[config.mk]
export PLATFORM = sky130hd
export DESIGN_NAME = reg_bank_write_16x16
export DESIGN_NICKNAME = d
export VERILOG_FILES = /design/src/rtl/reg_bank_write_16x16.sv
export SDC_FILE = /design/constraint.sdc
export NUM_CORES = 1
export LEC_CHECK = 0
export ABC_AREA = 1
export ABC_CLOCK_PERIOD_IN_PS = 7800
export CAP_MARGIN = 20
export CORE_MARGIN = 3
export CORE_UTILIZATION = 44
export CTS_CLUSTER_DIAMETER = 150
export DETAILED_ROUTE_END_ITERATION = 6
export HOLD_SLACK_MARGIN = 0.08
export PLACE_DENSITY = 0.75
export SYNTH_ARGS = -nofsm -noshare
export SYNTH_HDL_FRONTEND = slang
export SYNTH_SLANG_ARGS = --single-unit
[constraint.sdc]
create_clock -name clk -period 7.8 [get_ports clk]
set_clock_uncertainty 0.2 [all_clocks]
set_input_delay 1.17 -clock clk [delete_from_list [all_inputs] [get_ports clk]]
set_output_delay 1.17 -clock clk [all_outputs]
set_load 0.05 [all_outputs]
[src/rtl/reg_bank_write_16x16.sv]
// Write side of the 16 x WIDTH register bank: write demux with valid/ready handshake, plus a sequenced clear engine.
// Optional build macro REG0_ZERO_EN: R[0] is hardwired to zero and has no storage.

module reg_bank_write_16x16_slot #(
    parameter int         WIDTH = 16,
    parameter logic [3:0] IDX   = 4'd0
) (
    input  logic             clk,
    input  logic             rst,
    input  logic             wr_accept,
    input  logic [3:0]       wr_addr,
    input  logic [WIDTH-1:0] wr_data,
    input  logic             clr_active,
    input  logic [3:0]       clr_cnt,
    output logic [WIDTH-1:0] r_q
);

    logic [WIDTH-1:0] r_d;

    // Writes only happen in IDLE and clears only in CLEAR, so the two enables never collide.
    always_comb begin
        r_d = r_q;
        if (wr_accept && (wr_addr == IDX)) begin
            r_d = wr_data;
        end else if (clr_active && (clr_cnt == IDX)) begin
            r_d = '0;
        end
    end

    always_ff @(posedge clk or posedge rst) begin
        if (rst) begin
            r_q <= '0;
        end else begin
            r_q <= r_d;
        end
    end

endmodule

module reg_bank_write_16x16 #(
    parameter int WIDTH = 16
) (
    input  logic                  clk,
    input  logic                  rst,
    input  logic                  wr_valid,
    output logic                  wr_ready,
    input  logic [3:0]            wr_addr,
    input  logic [WIDTH-1:0]      wr_data,
    input  logic                  clr_req,
    output logic                  busy,
    output logic                  wr_done,
    output logic [16*WIDTH-1:0]   q_flat
);

    // Handshake: a write transfers on a rising edge where wr_valid and wr_ready are both 1;
    // wr_ready depends only on the state flop, so the source must hold wr_valid/wr_addr/wr_data until then.
    typedef enum logic {
        IDLE  = 1'b0,
        CLEAR = 1'b1
    } state_t;

    state_t     state_q, state_d;
    logic [3:0] clr_cnt_q, clr_cnt_d;
    logic       wr_done_q, wr_done_d;
    logic       wr_accept;

    always_comb begin
        state_d   = state_q;
        clr_cnt_d = clr_cnt_q;
        wr_accept = 1'b0;
        case (state_q)
            IDLE: begin
                wr_accept = wr_valid;
                if (clr_req) begin
                    state_d   = CLEAR;
                    clr_cnt_d = 4'd0;
                end
            end
            CLEAR: begin
                // clr_req is not looked at here, so a repeated request cannot restart the sweep.
                clr_cnt_d = clr_cnt_q + 4'd1;
                if (clr_cnt_q == 4'd15) begin
                    state_d = IDLE;
                end
            end
            default: begin
                state_d = IDLE;
            end
        endcase
        wr_done_d = wr_accept;
    end

    always_ff @(posedge clk or posedge rst) begin
        if (rst) begin
            state_q   <= IDLE;
            clr_cnt_q <= 4'd0;
            wr_done_q <= 1'b0;
        end else begin
            state_q   <= state_d;
            clr_cnt_q <= clr_cnt_d;
            wr_done_q <= wr_done_d;
        end
    end

    assign wr_ready = (state_q == IDLE);
    assign busy     = (state_q == CLEAR);
    assign wr_done  = wr_done_q;

    for (genvar g = 0; g < 16; g++) begin : g_reg
`ifdef REG0_ZERO_EN
        if (g == 0) begin : g_zero
            assign q_flat[WIDTH-1:0] = '0;
        end else begin : g_store
            reg_bank_write_16x16_slot #(
                .WIDTH (WIDTH),
                .IDX   (4'(g))
            ) u_slot (
                .clk        (clk),
                .rst        (rst),
                .wr_accept  (wr_accept),
                .wr_addr    (wr_addr),
                .wr_data    (wr_data),
                .clr_active (busy),
                .clr_cnt    (clr_cnt_q),
                .r_q        (q_flat[WIDTH*g +: WIDTH])
            );
        end
`else
        begin : g_store
            reg_bank_write_16x16_slot #(
                .WIDTH (WIDTH),
                .IDX   (4'(g))
            ) u_slot (
                .clk        (clk),
                .rst        (rst),
                .wr_accept  (wr_accept),
                .wr_addr    (wr_addr),
                .wr_data    (wr_data),
                .clr_active (busy),
                .clr_cnt    (clr_cnt_q),
                .r_q        (q_flat[WIDTH*g +: WIDTH])
            );
        end
`endif
    end

endmodule
# [Word-level counts from Yosys, hierarchy flattened]
# Cells that the tools add are included.
[totals] regBits=262 input_bits=24 out_inout_bits=259
[op_classes] add_sub_neg=1 eq_ne=31 muxes=38 bitwise=1 n_reduce_logical=50
[ops] op="16-bit 2-to-1 mux" n=32
[ops] op="4-bit == test (second input constant)" n=16
[ops] op="4-bit by 3-bit == test with 1-bit output (second input constant)" n=8
[ops] op="1-bit logical AND" n=32
[ops] op="2-bit nonzero test" n=16
[ops] op="4-bit by 2-bit == test with 1-bit output (second input constant)" n=4
[ops] op="4-bit by 1-bit == test with 1-bit output (second input constant)" n=2
[ops] op="4-bit logical NOT" n=2
[ops] op="4-bit one-hot mux with 2 select lines" n=1
[ops] op="4-bit by 1-bit adder with 4-bit output (second input constant)" n=1
[ops] op="4-bit 2-to-1 mux" n=1
[ops] op="1-bit 2-to-1 mux" n=3
[ops] op="2-bit by 1-bit inequality test with 1-bit output (second input constant)" n=1
[ops] op="1-bit one-hot mux with 2 select lines" n=1
[ops] op="1-bit NOT" n=1

# [Longest topological paths before layout]
[logic_depth] word_depth=4 ltp_mapped=8 ltp_nobuf=7

# [By module]
# From an unflattened synthesis, not the netlist that was laid out.
[unflattened] hier_cells=1313 hier_area_um2=12505.7
[modules_own_cells] module="reg_bank_write_16x16_slot at g_reg[10].g_store.u_slot ..." n_inst=4 cells_per_inst=81 area_each_um2=737.0 seq_area_each_um2=400.4
[modules_own_cells] module="reg_bank_write_16x16_slot at g_reg[1].g_store.u_slot ..." n_inst=2 cells_per_inst=79 area_each_um2=803.3 seq_area_each_um2=400.4
[modules_own_cells] module="reg_bank_write_16x16_slot at g_reg[13].g_store.u_slot ..." n_inst=2 cells_per_inst=81 area_each_um2=789.5 seq_area_each_um2=400.4
[modules_own_cells] module="reg_bank_write_16x16_slot at g_reg[4].g_store.u_slot ..." n_inst=2 cells_per_inst=80 area_each_um2=762.0 seq_area_each_um2=400.4
[modules_own_cells] module="reg_bank_write_16x16_slot at g_reg[11].g_store.u_slot ..." n_inst=2 cells_per_inst=79 area_each_um2=734.5 seq_area_each_um2=400.4
[modules_own_cells] module="reg_bank_write_16x16_slot at g_reg[12].g_store.u_slot" n_inst=1 cells_per_inst=79 area_each_um2=785.8 seq_area_each_um2=400.4
[modules_own_cells] module="reg_bank_write_16x16_slot at g_reg[15].g_store.u_slot" n_inst=1 cells_per_inst=81 area_each_um2=779.5 seq_area_each_um2=400.4
[modules_own_cells] module="reg_bank_write_16x16_slot at g_reg[3].g_store.u_slot" n_inst=1 cells_per_inst=78 area_each_um2=763.2 seq_area_each_um2=400.4
[modules_own_cells] module="reg_bank_write_16x16_slot at g_reg[0].g_store.u_slot" n_inst=1 cells_per_inst=77 area_each_um2=748.2 seq_area_each_um2=400.4
[modules_own_cells] module="reg_bank_write_16x16" n_inst=1 cells_per_inst=36 area_each_um2=302.8 seq_area_each_um2=150.1

# [Worst setup path before layout]
# Ideal clock, no wire load.
[synth_timing] path_type="register to output" start="reg state_q (netlist: busy)" end="out wr_ready" t_arrival_ns=1.107 required_time_ns=6.430 setup_slack_ns=5.323 path_stages_with_launch=3 n_path_buf=1 cell_sequence="dfrtp_1 > buf_6 > inv_1"
[synth_between] elab_chain_cells=1
[synth_rtl] item="start: declaration" line_no="62" source="state_t state_q, state_d;"
[synth_rtl] item="start signal: assignment" line_no="99" source="state_q <= state_d;"
[synth_rtl] item="1-bit NOT"
[synth_rtl] item="end: declaration" line_no="46" source="output logic wr_ready,"
# Every way passes these cells.

# [Final worst setup path]
# Ends and elaborated chain as after synthesis.

==> reports/results.tsv <==
metric	value	unit
FMAX	291	MHz
CP max-delay cell	clkdlybuf4s50_1	
drt drc	0	
clock sink count	262	
Yosys warnings	0	
Buf/Inv on CP	2	
hold_buf cts	0	
P_sw	2020	µW
H-Tree Depth	1	
Switching Fraction	0.409	
# port buffers	282	
Pwr per Cell Area	337	nW/µm²
r2r setup slk	5400	ps
final count of hold timing violations	0	
final instance area	14600	µm²
Rows	56	
most common cell in the netlist	nand2_1	
Filler cells	1963	
DR vias	9659	
Die Span Y	163	µm
Setup TNS Final	0	ps
Post-Synthesis Cells	1221	
initial core utilization	0.454	
WS Path Type	flop to output port	
routed vias/inst	5.38	
number of max-cap violations	0	
largest net degree at the start of global routing	180	
Post-Route WL	36200	µm
Max Root-Sink Buffers	3	
Synth cell types	19	
Leakage	0.00753	µW
Worst-Skew Late Latency	540	ps
Layout Nets	1483	
Num CTS Buffers	28	
Critical Path Sink Type	output port	
Slew Viols, Final	0	
RSZ-0062 raised after global routing	false	
WL/cell	20.2	µm
CTS tree	done	
max_slew headroom	0.225	
part of the cycle the worst path needs	0.440	
routability cong.	0.837	
initial antenna violation count	2	
Crit Path Max Fanout	10	
Syn Area/Cell	8.83	µm²
cell taking the most area after synthesis	dfrtp_1	
first-pass GRT wire length	55400	µm
register area share after synthesis	0.608	
post-synth top area share	0.608	
critical-path cell list	inv_1 > clkdlybuf4s50_1	
Post-synth EDFFs	0	
Post-CTS Setup Bufs	0	
core area	23800	µm²
Post-synth top flop	dfrtp_1	
final setup violation count	0	
Comb pwr share	0.366	
# resized after CTS	0	
clock-pin slew on the worst setup and hold paths	60	ps
Die Width	163	µm
initial DRC count	835	
GRT Total Usage	0.269	
Die ar.	26400	µm²
VDD IR-drop max	0.196	mV
I/O pin count	283	
worst hold path type	flop to flop	
aggregate global routing overflow	0	
Clock Tree Root	clkbuf_16	
synth top area cells	dfrtp_1, nand2_1, nand3_1	
Layout area overhead	35.6	%
Post-Syn Nets	1249	
DP Area	13600	µm²
max incr delay on CP	850	ps
dpl hpwl	23600	µm
mapped cell area	10800	µm²
worst-margin pin slew	1160	ps
share of cells above drive strength 1	0.0543	
WP data required	6430	ps
crit-path leading delay family	buffers and inverters	
minimum clock period	3440	ps
Seq cells post-synth	262	
vias in the first global route	9458	
Critical Path Start Type	flop	
Placed Cells	1742	
Routed Antenna Nets	0	
Flop pwr share	0.360	
Synth async-reset ratio	1.00	
Post-synth top cells	nand2_1, nand3_1, dfrtp_1	
final non-filler cell total	1795	
Internal	2910	µW
status	finished clean	
Clock power frac	0.275	
Detailed Routing Iterations Pass 1	5	
Crit path arrival time	2070	ps
==> power by group through the flow <==
stage | sequential [µW] | clock [µW] | combinational (µW)
after floorplan | 2530 | 0 | 390
after global placement | 1790 | 0 | 1780
after detailed placement | 1790 | 0 | 1800
after CTS | 1770 | 1370 | 1810
after global routing | 1800 | 1430 | 1890
final | 1770 | 1350 | 1800
==> worst reg2reg max path, cell delays in order (launching register included) <==
cell and delay (ps):
dfrtp_1 510, nor2_4 500, nand3_1 700, nand3_1 280
nand2_1 90
==> through the flow <==
stage	power (µW)	hold slack, ps	worst slack, ps	utilization
2_1_floorplan	2920	314	2970	-
3_3_place_gp	3560	280	4030	0.574
3_5_place_dp	3590	286	4020	0.574
4_1_cts	4950	299	4340	0.614
5_1_grt	5120	322	4300	0.616
6_report	4930	296	4360	0.616
==> final cells by class <==
cell class | count | area, µm² | area share
clock inverters | 11 | 133 | 0.00907
inverters | 25 | 97.6 | 0.00667
clock buffers | 38 | 800 | 0.0547
flip-flops and latches | 262 | 6560 | 0.448
diodes | 2 | 5.00 | 0.000342
multi-input cells | 851 | 3730 | 0.255
well taps | 319 | 399 | 0.0273
repair buffers | 287 | 2900 | 0.198
==> routing by layer <==
metal	global-route usage	wire, µm	up-vias
li1	-	-	4366
met1	0.380	15100	4743
met2	0.423	16900	468
met3	0.0448	3100	80
met4	0.0977	1150	2
met5	0	15	-
==> flip-flops by register name (all words and copies together) (netlist names) <==
register,cells
busy,1
clr_cnt_q,4
g.g_store.u_slot.r_q,256
wr_done,1
==> cells by family (layout without fill, tap and decap cells) <==
logic type               count (synthesis)  count (layout)  synth area share
AO/OA/AOI/OAI                            4               4           0.00220
adder cells (fa/ha/maj)                  4               4           0.00464
flip-flops                             262             262             0.608
other                                    0               2                 0
AND/OR/NAND/NOR                        843             843             0.339
buffers and inverters                  108             361            0.0458
==> worst paths after layout <==
path                            cells after the start                                       start                                     endpoint
worst max-delay path                                2                              busy$_DFF_PP0_                                     wr_ready
max in group asynchronous                           5                                         rst  g_reg[15].g_store.u_slot.r_q[6]$_DFFE_PP0P_
worst min register to register                      2  g_reg[1].g_store.u_slot.r_q[4]$_DFFE_PP0P_   g_reg[1].g_store.u_slot.r_q[4]$_DFFE_PP0P_
worst max register to register                      4                              busy$_DFF_PP0_  g_reg[1].g_store.u_slot.r_q[12]$_DFFE_PP0P_
worst min-delay path                                2  g_reg[1].g_store.u_slot.r_q[4]$_DFFE_PP0P_   g_reg[1].g_store.u_slot.r_q[4]$_DFFE_PP0P_
min in group asynchronous                           3                                         rst  g_reg[15].g_store.u_slot.r_q[9]$_DFFE_PP0P_
==> cells in the final DEF, fill, tap and decap left out, types with 6 or more instances in the layout <==
cell             synthesis  layout
inv_1                   19      18
nand3_1                272     272
nand2_1                542     542
dfrtp_1                262     262
nor2_4                  15      15
clkdlybuf4s50_1          0     282
clkinv_2                 0       7
inv_2                    6       6
clkbuf_16                0      29
Power figures use the tool's default switching activity.
